==> config.mk <==
export PLATFORM = sky130hd
export DESIGN_NAME = caravel
export DESIGN_NICKNAME = d
export VERILOG_FILES = /design/src/rtl/caravel_led_pkg.sv /design/src/rtl/ws2812_encoder.sv /design/src/rtl/caravel.sv
export SDC_FILE = /design/constraint.sdc
export NUM_CORES = 1
export LEC_CHECK = 0
export ABC_AREA = 0
export BUFFER_PORTS_ARGS = -buffer_cell sky130_fd_sc_hd__buf_2
export CAP_MARGIN = 10
export CORE_UTILIZATION = 39
export DETAILED_ROUTE_END_ITERATION = 8
export GPL_TIMING_DRIVEN = 0
export PLACE_DENSITY = 0.86
export SKIP_LAST_GASP = 1
export SLEW_MARGIN = 20
export SYNTH_ARGS = -nofsm -noshare
export SYNTH_HDL_FRONTEND = slang
export SYNTH_SLANG_ARGS = --single-unit
==> constraint.sdc <==
create_clock -name wb_clk_i -period 2.5 [get_ports wb_clk_i]
set_input_delay 0.25 -clock wb_clk_i [delete_from_list [all_inputs] [get_ports wb_clk_i]]
set_output_delay 0.25 -clock wb_clk_i [all_outputs]
set_load 0.02 [all_outputs]
==> src/rtl/caravel_led_pkg.sv <==
// Shared definitions for the caravel LED block: register offsets, CTRL bit
// positions and the serial encoder state encoding.
package caravel_led_pkg;

  localparam logic [7:0] ADDR_CTRL     = 8'h00;
  localparam logic [7:0] ADDR_CHECK    = 8'h04;
  localparam logic [7:0] ADDR_COLOR    = 8'h08;
  localparam logic [7:0] ADDR_NUM_LEDS = 8'h0C;

  localparam int CTRL_START_BIT = 0;
  localparam int CTRL_BUSY_BIT  = 1;

  typedef enum logic [1:0] {
    ST_IDLE      = 2'd0,
    ST_SEND_HIGH = 2'd1,
    ST_SEND_LOW  = 2'd2,
    ST_LATCH     = 2'd3
  } enc_state_e;

endpackage

==> src/rtl/ws2812_encoder.sv <==
// WS2812-style serial encoder: sends (num_leds+1) frames of {color,color,color}
// MSB first, then holds the line low for the latch period. State is exported on state_o.
module ws2812_encoder
  import caravel_led_pkg::*;
#(
  parameter int T0H_CYC  = 16,
  parameter int T1H_CYC  = 32,
  parameter int TBIT_CYC = 50,
  parameter int TRST_CYC = 2000
) (
  input  logic       clk,
  input  logic       rst,
  input  logic       start_i,
  input  logic [7:0] color_i,
  input  logic [5:0] num_leds_i,
  output logic       dout_o,
  output enc_state_e state_o
);

  localparam int CNT_MAX = (TBIT_CYC > TRST_CYC) ? TBIT_CYC : TRST_CYC;
  localparam int CW      = $clog2(CNT_MAX + 1);

  localparam logic [CW-1:0] T0H_LAST  = CW'(T0H_CYC - 1);
  localparam logic [CW-1:0] T1H_LAST  = CW'(T1H_CYC - 1);
  localparam logic [CW-1:0] TBIT_LAST = CW'(TBIT_CYC - 1);
  localparam logic [CW-1:0] TRST_LAST = CW'(TRST_CYC - 1);
  localparam logic [CW-1:0] CNT_INC   = CW'(1);

  enc_state_e    state_q, state_d;
  logic [CW-1:0] cnt_q, cnt_d;
  logic [10:0]   bits_left_q, bits_left_d;
  logic [23:0]   shift_q, shift_d;
  logic [CW-1:0] high_last;

  always_comb begin
    state_d     = state_q;
    cnt_d       = cnt_q;
    bits_left_d = bits_left_q;
    shift_d     = shift_q;
    high_last   = shift_q[23] ? T1H_LAST : T0H_LAST;
    unique case (state_q)
      ST_IDLE: begin
        if (start_i) begin
          state_d     = ST_SEND_HIGH;
          cnt_d       = '0;
          shift_d     = {3{color_i}};
          // (n+1)*24 - 1 bits remain after the first one
          bits_left_d = 11'(num_leds_i) * 11'd24 + 11'd23;
        end
      end
      ST_SEND_HIGH: begin
        cnt_d = cnt_q + CNT_INC;
        if (cnt_q == high_last) state_d = ST_SEND_LOW;
      end
      ST_SEND_LOW: begin
        if (cnt_q == TBIT_LAST) begin
          cnt_d = '0;
          if (bits_left_q == '0) begin
            state_d = ST_LATCH;
          end else begin
            state_d     = ST_SEND_HIGH;
            bits_left_d = bits_left_q - 11'd1;
            // rotating the 24-bit frame restores it after every LED
            shift_d     = {shift_q[22:0], shift_q[23]};
          end
        end else begin
          cnt_d = cnt_q + CNT_INC;
        end
      end
      ST_LATCH: begin
        if (cnt_q == TRST_LAST) begin
          state_d = ST_IDLE;
          cnt_d   = '0;
        end else begin
          cnt_d = cnt_q + CNT_INC;
        end
      end
      default: state_d = ST_IDLE;
    endcase
  end

  always_ff @(posedge clk or posedge rst) begin
    if (rst) begin
      state_q     <= ST_IDLE;
      cnt_q       <= '0;
      bits_left_q <= '0;
      shift_q     <= '0;
    end else begin
      state_q     <= state_d;
      cnt_q       <= cnt_d;
      bits_left_q <= bits_left_d;
      shift_q     <= shift_d;
    end
  end

  assign dout_o  = (state_q == ST_SEND_HIGH);
  assign state_o = state_q;

endmodule

==> src/rtl/caravel.sv <==
// Caravel user block: Wishbone LED registers driving user pads.
// Optional serial LED encoder is compiled in with `define LED_SERIAL_EN.
module caravel
  import caravel_led_pkg::*;
#(
  parameter int T0H_CYC  = 16,
  parameter int T1H_CYC  = 32,
  parameter int TBIT_CYC = 50,
  parameter int TRST_CYC = 2000
) (
  input  logic        wb_clk_i,
  input  logic        wb_rst_i,
  input  logic        wbs_cyc_i,
  input  logic        wbs_stb_i,
  input  logic        wbs_we_i,
  input  logic [3:0]  wbs_sel_i,
  input  logic [31:0] wbs_adr_i,
  input  logic [31:0] wbs_dat_i,
  output logic        wbs_ack_o,
  output logic [31:0] wbs_dat_o,
  output logic [37:0] io_out,
  output logic [37:0] io_oeb
);

  // Wishbone: ack_q rises the cycle after cyc&stb and lasts one cycle; a write
  // commits at the end of the ack cycle, so its effect is visible one cycle later.
  logic        ack_q, ack_d;
  logic [15:0] check_q, check_d;
  logic [7:0]  color_q, color_d;
  logic [5:0]  num_leds_q, num_leds_d;
  logic        pixel_q, pixel_d;

  logic        req, wr_en, start, busy, line;
  logic [7:0]  offs;
  logic [31:0] rdata;
  enc_state_e  enc_state;
  logic        unused_wb;

  assign req       = wbs_cyc_i & wbs_stb_i;
  assign offs      = wbs_adr_i[7:0];
  assign wr_en     = ack_q & req & wbs_we_i;
  assign start     = wr_en & (offs == ADDR_CTRL) & wbs_sel_i[0] & wbs_dat_i[CTRL_START_BIT];
  assign unused_wb = ^{wbs_adr_i[31:8], wbs_sel_i[3:2], wbs_dat_i[31:16]};

`ifdef LED_SERIAL_EN
  ws2812_encoder #(
    .T0H_CYC (T0H_CYC),
    .T1H_CYC (T1H_CYC),
    .TBIT_CYC(TBIT_CYC),
    .TRST_CYC(TRST_CYC)
  ) u_enc (
    .clk       (wb_clk_i),
    .rst       (wb_rst_i),
    .start_i   (start),
    .color_i   (color_q),
    .num_leds_i(num_leds_q),
    .dout_o    (line),
    .state_o   (enc_state)
  );
`else
  localparam int unused_timing = T0H_CYC + T1H_CYC + TBIT_CYC + TRST_CYC;
  logic unused_start;
  assign unused_start = start;
  assign enc_state    = ST_IDLE;
  assign line         = 1'b0;
`endif

  assign busy = (enc_state != ST_IDLE);

  always_comb begin
    ack_d      = req & ~ack_q;
    check_d    = check_q;
    color_d    = color_q;
    num_leds_d = num_leds_q;
    pixel_d    = 1'b0;
    if (wr_en) begin
      unique case (offs)
        ADDR_CHECK: begin
          if (wbs_sel_i[0]) check_d[7:0]  = wbs_dat_i[7:0];
          if (wbs_sel_i[1]) check_d[15:8] = wbs_dat_i[15:8];
        end
        ADDR_COLOR: begin
          if (wbs_sel_i[0]) color_d = wbs_dat_i[7:0];
          pixel_d = 1'b1;
        end
        ADDR_NUM_LEDS: begin
          if (wbs_sel_i[0]) num_leds_d = wbs_dat_i[5:0];
        end
        default: ;
      endcase
    end
  end

  always_comb begin
    rdata = '0;
    if (ack_q) begin
      unique case (offs)
        ADDR_CTRL:     rdata[CTRL_BUSY_BIT] = busy;
        ADDR_CHECK:    rdata[15:0] = check_q;
        ADDR_COLOR:    rdata[7:0]  = color_q;
        ADDR_NUM_LEDS: rdata[5:0]  = num_leds_q;
        default:       rdata = '0;
      endcase
    end
  end

  always_ff @(posedge wb_clk_i or posedge wb_rst_i) begin
    if (wb_rst_i) begin
      ack_q      <= 1'b0;
      check_q    <= '0;
      color_q    <= '0;
      num_leds_q <= '0;
      pixel_q    <= 1'b0;
    end else begin
      ack_q      <= ack_d;
      check_q    <= check_d;
      color_q    <= color_d;
      num_leds_q <= num_leds_d;
      pixel_q    <= pixel_d;
    end
  end

  assign wbs_ack_o = ack_q;
  assign wbs_dat_o = rdata;
  assign io_out    = {6'b0, check_q, 6'b0, line, pixel_q, color_q};
  assign io_oeb    = {6'h3F, 32'h0};

endmodule

; Word level (Yosys, flattened, before mapping)
; Index checks and enable logic that the tools add are counted.
[op_classes]
n_reduce_logical = 4
n_bitwise = 5
n_eq_ne = 3
muxes = 8
[op_table]
columns = op, n
row1 = $eq A8 B4 Y1 const B, 2
row2 = $mux W16, 1
row3 = $pmux W4 S3, 1
row4 = $reduce_and A3 Y1, 4
row5 = $eq A8 B3 Y1 const B, 1
row6 = $mux W8, 1
row7 = $pmux W1 S3, 2
row8 = $and A1 B1 Y1, 4
row9 = $pmux W2 S2, 1
row10 = $mux W1, 2
row11 = $not A1 Y1, 1
[totals]
input_bits = 73
regBits = 32
out_inout_bits = 109
wordCells = 26

; Depth between registers and ports, before layout
[logic_depth]
ltp_word = 4
mapped_depth = 5
ltp_nobuf = 3

; Worst setup path before layout
; OpenSTA, ideal clock, no wires.
[synth_timing]
path_type = reg-to-output
start = register ack_q (netlist: wbs_ack_o)
end = output port wbs_dat_o[10]
t_required_ns = 2.250
arrival_time_ns = 1.951
setup_slack_ns = 0.299
stages_incl_launch_ff = 5
n_path_buf = 1
path_cell_list = dfrtp_1 -> or4b_4 -> buf_6 -> nor4b_1 -> and2_1
[synth_via]
elab_chain_len = 1
[synth_rtl]
columns = element, line
row1 = start: declaration, caravel.sv:27  ; logic ack_q, ack_d;
row2 = start signal: assignment, caravel.sv:115  ; ack_q <= ack_d;
row3 = $mux W16, caravel.sv:96  ; if (ack_q) begin
row4 = end: declaration, caravel.sv:20  ; output logic [31:0] wbs_dat_o,
; Every way passes these cells.

; Final worst setup path
[layout_timing]
start = register ack_q (netlist: wbs_ack_o)
end = output port wbs_dat_o[9]
; The elaborated chain is that of the path after synthesis.

==> results.json <==
{
  "cts_tree": "built",
  "syn_area_um2": 2130,
  "p_total_uw": 1130,
  "wl_per_cell_um": 11.0,
  "worst_slack_ns": 0.197,
  "rsz0062_at_grt": "no",
  "vias": 1609,
  "seq_area_frac_synth_pct": 37.5,
  "ff_latch_area_um2": 801,
  "drt-total-wl_mm": 4.43,
  "postCtsHoldBufs": 0,
  "clock_latency_ns": 0.28,
  "drv_cap": 0,
  "viasPerCell": 3.99,
  "core_area_um2": 5200,
  "synth_cells": 190,
  "synth_edf_count": 0,
  "dpl.hpwl_mm": 3.41,
  "setup_viol": 0,
  "period_share_pct": 92.1,
  "synth-compound-area-share_pct": 2.81,
  "synthXorXnorAreaFrac_pct": 0,
  "finalHoldViolCount": 0,
  "drc": 0,
  "async_flop_share_pct": 100,
  "cts_inserted_buffers": 5,
  "drive_gt1_share_pct": 58.0,
  "worstSetupEndpointType": "output pin",
  "clkPwrFrac_pct": 32.8,
  "fin_skew_ns": 0.00238,
  "p_seq_share_pct": 46.0,
  "synthToLayoutAreaGrowth_pct": 36.6,
  "grt_pass1_vias": 1481,
  "cts_max_level": 2,
  "drt_iter0_drc": 33,
  "grt_pass1_wl_mm": 7.11,
  "ys_ff_latch": 32,
  "yosys-top-cells-count": "buf_4 (68), dfrtp_1 (32), mux2_2 (22)",
  "cp_slowest_cell": "or4b_4",
  "antenna_found_initial": 0,
  "io_pins": 182,
  "yosys_warnings": 0,
  "slew_violations": 0,
  "critPathLaunchType": "flip-flop",
  "nNetsFinal": 406,
  "final_area_um2": 2920,
  "power_density_nw_per_um2": 388,
  "cp_top_family": "simple AND/OR/NAND/NOR gates",
  "die_x_um": 76.0,
  "synth_fa_ha_area_share_pct": 0,
  "pwr-share-comb_pct": 21.2,
  "r2r-end": "check_q[0]",
  "path_buf_inv": 2,
  "r2r_slack_ns": 0.37,
  "clk_pin_slew_ns": 0.06,
  "yosys.cell_count.top_type": "buf_4",
  "final_cell_count_no_fill": 403,
  "grt_overflow": 0,
  "dp_cells": 397,
  "post-place-ws_ns": -0.126,
  "ys.flop_type": "dfrtp_1",
  "synth-simple-area-share_pct": 11.1,
  "path_cells": "or4b_4 -> buf_6 -> nor4b_4 -> and2_1 -> buf_2",
  "synth_top_family_by_area": "buffers and inverters",
  "yosys-top-cells-area": "dfrtp_1 (38%), buf_4 (24%), mux2_2 (12%), mux2_4 (9.8%), a22oi_1 (2.8%)",
  "ant_nets": 0,
  "crit_type": "flip-flop to output pin",
  "synth_top_area_share_pct": 37.5,
  "relSlewSlack_pct": 55.3,
  "rows": 26,
  "track_usage_pct": 15.3,
  "muxShareOfSynthArea_pct": 21.5,
  "cts.sinks": 32,
  "synth_top_area_cell": "dfrtp_1",
  "synth_cell_types": 23,
  "tightest_slew_ns": 0.670,
  "cp.arrival_ns": 2.05,
  "multi_input_area_um2": 1020,
  "required_ns": 2.25,
  "crit_fanout": 8,
  "status": "finished clean",
  "start_util_pct": 41.0,
  "nFillCells": 483,
  "fp.dieH_um": 76.0,
  "grt_max_degree": 33,
  "p_leak_uw": 0.00179,
  "port_buffers": 72,
  "min_period_ns": 2.30,
  "dr.pass1.iters": 4,
  "ff2ff_path_depth": 4,
  "placed_area_um2": 2830,
  "fmax_mhz": 434,
  "netSwitchingFraction_pct": 28.8,
  "diodes": 0,
  "p_sw_uw": 326,
  "die_area_um2": 5770,
  "crit_path_max_incr_delay_ns": 0.47,
  "post-route-util_pct": 56.0,
  "r2r-start": "wbs_ack_o",
  "synth_area_per_cell_um2": 11.2,
  "power.internal_uw": 806,
  "gp_congestion": 0.724,
  "cts_root_buffer": "clkbuf_8",
  "clockBufferDepth": 2,
  "hold_class": "input pin to asynchronous set/reset pin",
  "ir_drop_mv": 0.333
}
## routing by layer
layer	track usage, %	vias up	share of wire [%]	wire length (µm)
met3	4.79	5	8.5	378
met4	3.08	0	1.2	54
met5	0	-	0	0
met1	18.9	738	42	1860
met2	26.3	82	48	2130
li1	-	784	-	-
## layout make-up
class | count | share of cell area (%)
plain buffers | 75 | 19.2
clock buffers | 6 | 2.49
clock inverters | 1 | 0.172
inverters | 2 | 0.258
multi-input cells | 145 | 35.1
flip-flops and latches | 32 | 27.5
well taps | 70 | 3.00
repair buffers | 72 | 12.4
## cells in the final DEF (no fill, tap or decap), types with 5 or more instances in the layout
| cell type | synthesis | final |
|---|---|---|
| conb_1 | 2 | 67 |
| buf_2 | 0 | 72 |
| nor2_1 | 9 | 9 |
| mux2_4 | 14 | 14 |
| clkbuf_8 | 0 | 5 |
| mux2_2 | 22 | 22 |
| a22oi_1 | 8 | 8 |
| dfrtp_1 | 32 | 32 |
| and2_1 | 8 | 8 |
| buf_4 | 68 | 68 |
## cell families after synthesis
family,after synthesis
buf+inv,78
mux,36
flops,32
other cells,2
compound gates,8
simple gates,34
## power groups by stage
stage               clock network [µW]  registers (µW)  logic [µW]
floorplan                            0             532         195
finish                             371             521         240
detailed placement                   0             531         235
CTS                                379             521         236
global route                       396             521         258
global placement                     0             530         233
## repair_timing
| item | in CTS | in global routing |
|---|---|---|
| setup endpoints to repair | 8 | 10 |
| gates cloned | 0 | 0 |
| buffers inserted | 0 | 0 |
| endpoints found under the hold margin | 0 | 0 |
| resized for setup | 1 | 1 |
## sequential cells by signal (all words and copies together) (netlist names)
| name | flops |
|---|---|
| check_q | 16 |
| color_q | 8 |
| num_leds_q | 6 |
| pixel_q | 1 |
| wbs_ack_o | 1 |
## worst max path at each step
stage	from	endpoint	slack [ns]	cells past startpoint
finish	wbs_ack_o	wbs_dat_o[9]	0.20	5
global route	wbs_ack_o	wbs_dat_o[10]	0.11	5
CTS	wbs_ack_o	wbs_dat_o[9]	0.003	5
detailed placement	wbs_adr_i[4]	wbs_dat_o[8]	-0.13	6
global placement	wbs_adr_i[4]	wbs_dat_o[9]	-0.08	6
floorplan	wbs_ack_o	wbs_dat_o[10]	0.30	4
## metrics by stage
stage	hold slack [ns]	TNS, ns
floorplan	0.358	0
global placement	0.431	-0.625
detailed placement	0.392	-0.974
CTS	0.0897	0
global route	0.114	0
finish	0.0650	0
No activity file was read; power rests on OpenSTA's default activity.
